--- src/rtl/packet_fifo_axis_out.sv ---
// Drains complete packets from a fwft packet FIFO (eop in the word MSB) onto an
// AXI-Stream master through a 2-entry skid buffer, truncating oversize packets.
//
// state   | meaning
// IDLE    | between packets; waits for enable and a complete stored packet
// XFER    | reading words into the skid buffer
// DISCARD | popping and dropping the tail of an oversize packet up to its eop
module packet_fifo_axis_out #(
   parameter int DATA_WIDTH  = 32,
   parameter int MAX_PKT_LEN = 64,
   parameter int LEN_WIDTH   = 16,
   parameter int CNT_WIDTH   = 32
) (
   input  logic                  clk,
   input  logic                  rst_n,
   input  logic                  enable,
   input  logic [DATA_WIDTH-1:0] fifo_rdata,
   input  logic                  fifo_data_empty,
   input  logic                  fifo_pkt_empty,
   output logic                  fifo_ren,
   output logic [DATA_WIDTH-2:0] m_axis_tdata,
   output logic                  m_axis_tvalid,
   output logic                  m_axis_tlast,
   input  logic                  m_axis_tready,
   output logic [CNT_WIDTH-1:0]  pkt_cnt,
   output logic [CNT_WIDTH-1:0]  drop_cnt,
   output logic                  err_len,
   output logic                  busy
);

   typedef enum logic [1:0] {IDLE, XFER, DISCARD} state_t;

   localparam logic [LEN_WIDTH-1:0] LAST_IDX = LEN_WIDTH'(MAX_PKT_LEN - 1);

   state_t                state;
   logic [1:0]            occ;
   logic [1:0]            occ_next;
   logic [DATA_WIDTH-2:0] data1;
   logic                  last1;
   logic [LEN_WIDTH-1:0]  word_cnt;
   logic                  eop;
   logic                  at_max;
   logic                  new_last;
   logic                  push;
   logic                  pop;

   assign eop      = fifo_rdata[DATA_WIDTH-1];
   assign at_max   = (word_cnt == LAST_IDX);
   assign new_last = eop | at_max;
   assign push     = (state == XFER) && fifo_ren;
   assign pop      = m_axis_tvalid && m_axis_tready;
   assign busy     = (state != IDLE) || (occ != 2'd0);

   always_comb begin
      fifo_ren = 1'b0;
      case (state)
         XFER:    fifo_ren = !fifo_data_empty && (occ != 2'd2);
         DISCARD: fifo_ren = !fifo_data_empty;
         default: fifo_ren = 1'b0;
      endcase
   end

   always_comb begin
      occ_next = occ;
      if (push && !pop)
         occ_next = occ + 2'd1;
      else if (!push && pop)
         occ_next = occ - 2'd1;
   end

   always_ff @(posedge clk or negedge rst_n) begin
      if (!rst_n) begin
         state         <= IDLE;
         word_cnt      <= '0;
         err_len       <= 1'b0;
         drop_cnt      <= '0;
         pkt_cnt       <= '0;
         occ           <= 2'd0;
         m_axis_tvalid <= 1'b0;
         m_axis_tdata  <= '0;
         m_axis_tlast  <= 1'b0;
         data1         <= '0;
         last1         <= 1'b0;
      end else begin
         case (state)
            IDLE: begin
               if (enable && !fifo_pkt_empty) begin
                  state    <= XFER;
                  word_cnt <= '0;
               end
            end
            XFER: begin
               if (push) begin
                  word_cnt <= word_cnt + LEN_WIDTH'(1);
                  if (eop) begin
                     state <= IDLE;
                  end else if (at_max) begin
                     state    <= DISCARD;
                     err_len  <= 1'b1;
                     drop_cnt <= drop_cnt + CNT_WIDTH'(1);
                  end
               end
            end
            DISCARD: begin
               if (fifo_ren && eop)
                  state <= IDLE;
            end
            default: state <= IDLE;
         endcase

         if (pop && m_axis_tlast)
            pkt_cnt <= pkt_cnt + CNT_WIDTH'(1);

         // push is blocked at occupancy 2, so push+pop only happens with one entry held
         case ({push, pop})
            2'b10: begin
               if (occ == 2'd0) begin
                  m_axis_tdata <= fifo_rdata[DATA_WIDTH-2:0];
                  m_axis_tlast <= new_last;
               end else begin
                  data1 <= fifo_rdata[DATA_WIDTH-2:0];
                  last1 <= new_last;
               end
            end
            2'b01: begin
               if (occ == 2'd2) begin
                  m_axis_tdata <= data1;
                  m_axis_tlast <= last1;
               end
            end
            2'b11: begin
               m_axis_tdata <= fifo_rdata[DATA_WIDTH-2:0];
               m_axis_tlast <= new_last;
            end
            default: ;
         endcase

         occ           <= occ_next;
         m_axis_tvalid <= (occ_next != 2'd0);
      end
   end

endmodule

--- config.mk ---
export PLATFORM = sky130hd
export DESIGN_NAME = packet_fifo_axis_out
export DESIGN_NICKNAME = d
export VERILOG_FILES = /design/src/rtl/packet_fifo_axis_out.sv
export SDC_FILE = /design/constraint.sdc
export NUM_CORES = 1
export LEC_CHECK = 0
export BUFFER_PORTS_ARGS = -buffer_cell sky130_fd_sc_hd__clkbuf_2
export CELL_PAD_IN_SITES_DETAIL_PLACEMENT = 1
export CELL_PAD_IN_SITES_GLOBAL_PLACEMENT = 1
export CORE_MARGIN = 1
export CORE_UTILIZATION = 43
export DETAILED_ROUTE_END_ITERATION = 10
export PLACE_DENSITY_LB_ADDON = 0.1
export SYNTH_ARGS = -nofsm -noshare
export SYNTH_HDL_FRONTEND = slang
export SYNTH_SLANG_ARGS = --single-unit
--- constraint.sdc ---
create_clock -name clk -period 2.55 [get_ports clk]
set_input_delay 0.255 -clock clk [delete_from_list [all_inputs] [get_ports clk]]
set_output_delay 0.255 -clock clk [all_outputs]
set_load 0.05 [all_outputs]
== Word-level counts from Yosys, hierarchy flattened ==
Index checks and enable logic that the tools add are counted.
Storage, ports and cells
  bits in registers: 150
  bits of input ports: 38
  output and inout bits: 100
Cells by class
  add/sub/neg operators: 5
  equality and inequality tests: 14
  mux-type cells: 18
  bitwise logic cells: 3
  reductions and logical operators: 25
Operator list (number)
  $pmux W31 S3: 1
  $add A32 B1 Y32 const B: 2
  $mux W31: 2
  $mux W16: 2
  $pmux W16 S2: 1
  $add A16 B1 Y16 const B: 1
  $eq A16 B6 Y1 const B: 1
  $mux W2: 7
  $ne A2 B2 Y1 const B: 6
  $eq A2 B2 Y1 const B: 4
  $logic_and A1 B1 Y1: 8
  $reduce_and A4 Y1: 2
  $reduce_bool A2 Y1: 4
  $pmux W2 S3: 1
  $reduce_and A3 Y1: 2
  $eq A2 B1 Y1 const B: 2
  $logic_not A1 Y1: 4
  $logic_not A2 Y1: 2
  $ne A3 B3 Y1 const B: 1
  $pmux W1 S3: 1
  $reduce_bool A3 Y1: 1
  $add A2 B1 Y2 const B: 1
  $mux W1: 2
  $not A1 Y1: 2
  5 further kinds: 5

== Depth between registers and ports, before layout ==
  depth after elaboration: 9
  depth in mapped cells: 9
  gate-level depth less buffers: 7

== Worst setup path after synthesis ==
No wires, ideal clock.
  kind: reg-to-reg
  start: reg state[0]
  end: reg drop_cnt[22]
  setup time: 0.082 ns
  arrival time: 2.220 ns
  slack: 0.248 ns
  cell stages (with the launch flop): 10
  period minus slack after synthesis: 2.302 ns
  cells stage by stage: dfrtp_1 > inv_1 > ha_1 > nand2b_1 > or3_4 > or4_4 > buf_6 > buf_6 > nor3_4 > xor2_1
Between the ends
  cells in the longest elaborated chain, start to end: 4
  elaborated cells on any way between the ends: 5
  those cells by class: eq/ne: 2; mux: 1; reduce/logical: 2
Ends and longest elaborated chain
  start, declared: line 35  | state_t state;
  start signal, assigned: line 73  | state <= IDLE;
  start signal, assigned: line 88  | state <= XFER;
  start signal, assigned: line 96  | state <= IDLE;
  $eq A2 B2 Y1 or $eq A2 B1 Y1 (tied branches): line 56, 50, 85
  $pmux W1 S2: line 56  | case (state)
  $logic_and A1 B1 Y1: line 50  | assign push = (state == XFER) && fifo_ren;
  $reduce_and A4 Y1 (no line) *
  end signal, assigned: line 100  | drop_cnt <= drop_cnt + CNT_WIDTH'(1);
  end, declared: line 26  | output logic [CNT_WIDTH-1:0] drop_cnt,
Mark *: on every way between the ends. The rest lies on a longest branch, timed or not.
A chain may end at the register's enable or synchronous reset.

== Final worst setup path ==
  start: reg occ[0]
  end: reg drop_cnt[22]
Between the ends
  cells in the longest elaborated chain, start to end: 5
Ends and longest elaborated chain
  start, declared: line 36  | logic [1:0] occ;
  start signal, assigned: line 138  | occ <= occ_next;
  $ne A2 B2 Y1: line 57  | XFER: fifo_ren = !fifo_data_empty && (occ != 2'd2);
  $logic_and A1 B1 Y1: line 57
  $pmux W1 S2: line 56
  $logic_and A1 B1 Y1: line 50
  $reduce_and A4 Y1 (no line)
Every way passes these cells.

==> impl_metrics.py <==
metrics = {
    "placed_design": {
        "pre_cts_ws_ns": 0.0695,
        "gp_congestion": 0.786,
        "place_inst": 964,
        "hpwl_mm": 11.9,
        "portBuffers": 137,
    },
    "synthesis": {
        "yosys_warnings": 0,
        "ys.flop_type": "dfrtp_1",
        "syn_nets": 667,
        "netlist_area_um2": 6900,
        "syn_area_per_cell_um2": 11.1,
        "synth_top_area_share_pct": 54.4,
        "synth_area_leaders": "dfrtp_1 54%, mux2_2 5.4%, xnor2_1 5.2%",
        "yosys.area.top_type": "dfrtp_1",
        "synth_edf_count": 0,
        "synthTopCellsByCount": "150 x dfrtp_1, 69 x nand2_1, 42 x o21ai_0, 41 x xnor2_1",
        "synth_cell_types": 46,
        "async_flop_share_pct": 100,
        "synth-seq-area-share_pct": 54.4,
        "synth_seq_cells": 150,
        "syn_inst": 621,
        "synth.most_common_cell": "dfrtp_1",
    },
    "drt": {
        "post_drt_wl_per_cell_um": 16.7,
        "drt_wl_total_mm": 16.8,
        "dr_total_vias": 5237,
        "drc": 0,
        "firstDrtPassIters": 6,
        "drt_iter0_markers": 140,
        "viasPerCell": 5.22,
        "ant_nets": 0,
    },
    "floorplan": {
        "core_area_um2": 15400,
        "die_y_um": 129,
        "die-area_um2": 16600,
        "pin_count": 138,
        "initial_core_util_pct": 44.7,
        "row_count": 45,
        "die_width_um": 129,
    },
    "timing": {
        "tightest_slew_ns": 0.666,
        "hold_viol": 0,
        "fmax_mhz": 413,
        "finClkSkew_ns": 0.00668,
        "fin_crit_sh_pct": 94.9,
        "layout_setup_ws_ns": 0.129,
        "slew_viol_final": 0,
        "period_minus_slack_ns": 2.42,
        "setup_viol": 0,
        "slew_headroom_pct": 55.2,
        "tns_ns": 0,
    },
    "final_layout": {
        "antenna_cells": 0,
        "layoutNonFillerInstCount": 1004,
        "drive_gt1_share_pct": 31.8,
        "finalNetCount": 826,
        "syn2layout_area_growth_pct": 25.2,
        "fin_util_pct": 56.0,
    },
    "run_status": {
        "run_status": "complete, no violations",
    },
    "hold_path": {
        "worst_hold_path.endpoint": "data1[7]$_DFFE_PN0P_",
        "holdPathStages": 2,
        "worstHoldStart": "fifo_rdata[7]",
        "hold_class": "primary input to flop",
    },
    "critical_path": {
        "crit_arrival_ns": 2.76,
        "crit_path_start_kind": "flop",
        "end_kind": "flop",
        "reg2reg_from": "occ[0]$_DFF_PN0_",
        "r2r_slack_ns": 0.13,
        "criticalPathCategory": "flop to flop",
        "path_max_fanout": 8,
        "rr_endpoint": "drop_cnt[22]$_DFFE_PN0P_",
        "worstPathRequired_ns": 2.89,
        "ff2ff_path_depth": 8,
    },
    "clocking": {
        "cts_made_buffers": 17,
        "root_buffer": "clkbuf_16",
        "cts_max_path_buffers": 2,
        "clk_pin_slew_ns": 0.06,
        "cts_tree": "done",
        "numClockSinks": 150,
        "clock_latency_ns": 0.42,
        "htree_num_levels": 4,
    },
    "job": {
        "max_cap_violations": 0,
    },
    "global_route": {
        "antenna_found_initial": 0,
        "grt_pass1_vias": 5659,
        "grt_overflow_total": 0,
        "grt_pass1_wl_mm": 27.9,
        "grt_max_degree": 70,
        "grt_usage_pct": 21.6,
    },
    "pwr": {
        "p_per_area_nw_per_um2": 988,
        "finalPower_w": 0.00854,
        "worst_ir_drop_vdd_uv": 716,
        "p_leak_nw": 4.23,
    },
}
worst max-delay path by stage:
stage	from	cells after the start	end	slack [ns]
finish	occ[0]$_DFF_PN0_	8	drop_cnt[22]$_DFFE_PN0P_	0.13
global route	occ[0]$_DFF_PN0_	8	drop_cnt[20]$_DFFE_PN0P_	-0.02
CTS	state[1]$_DFFE_PN0P_	7	drop_cnt[8]$_DFFE_PN0P_	0.04
detailed placement	state[1]$_DFFE_PN0P_	7	drop_cnt[8]$_DFFE_PN0P_	0.07
global placement	state[0]$_DFFE_PN0P_	7	drop_cnt[8]$_DFFE_PN0P_	0.19
floorplan	state[0]$_DFFE_PN0P_	9	drop_cnt[22]$_DFFE_PN0P_	0.25
worst max-delay path, stage by stage, from the launching register on:
cell and delay (ns):
dfrtp_1 0.36, inv_1 0.08, ha_1 0.23, nor2b_1 0.16, or3_4 0.40, or4_4 0.62
buf_8 0.19, nor3_4 0.16, xor2_1 0.15
routing by layer:
metal  global-route usage, %  vias up  part of all wire (%)
met5                       0        -                     0
met4                    8.51        0                   1.8
met3                    4.95       20                   4.1
met2                    39.2      111                    53
met1                    24.7     2636                    41
li1                        -     2470                     -
through the flow:
step | cell area, um^2 | hold WS, ns
3_5_place_dp | 7940 | 0.309
3_3_place_gp | 7940 | 0.306
5_1_grt | 8640 | 0.0703
4_1_cts | 8560 | 0.0648
2_1_floorplan | 6900 | -0.0406
6_report | 8640 | 0.0827
registers in the layout (all words and copies together) (netlist names):
name / count
err_len: 1
word_cnt: 16
state: 2
drop_cnt: 32
m_axis_tlast: 1
data1: 31
m_axis_tdata: 31
last1: 1
m_axis_tvalid: 1
occ: 2
pkt_cnt: 32
final cells by class:
| class | instances | area (um^2) |
|---|---|---|
| clock buffer | 18 | 439 |
| multi-input combinational | 430 | 3020 |
| clock inverter | 14 | 175 |
| fill | 1751 | 6790 |
| sequential | 150 | 3750 |
| timing repair buffer | 161 | 920 |
| tap | 211 | 264 |
| inverter | 20 | 75.1 |
power breakdown:
group          internal (W)  switching (W)  total [W]
registers           0.00290       0.000315    0.00322
clock network       0.00157        0.00102    0.00259
logic              0.000894        0.00183    0.00273
cell families after synthesis:
logic type	share of synthesized area (%)
multiplexers	10.2
flip-flops	54.4
buffers and inverters	2.56
AND/OR/NAND/NOR	17.2
AO/OA/AOI/OAI	5.35
adder cells (fa/ha/maj)	1.74
XOR/XNOR	8.63
placed cells by master, fill, tap and decap left out, drive strengths merged, types with 12 or more instances in the layout:
master,n
dfrtp,150
nor3,18
a21oi,16
nand2,69
mux2i,33
nand4,15
mux2,33
nor2,26
o21ai,42
clkbuf,154
nor4,12
inv,22
nand3,29
xor2,27
and3,13
xnor2,41
buf,24
what timing repair did:
action | in CTS | in global routing
resized for setup | 0 | 6
hold buffers | 1 | 0
endpoints found under the hold margin | 66 | 0
buffers inserted | 0 | 7
setup endpoints to repair | 0 | 17
Power figures use the tool's default switching activity.
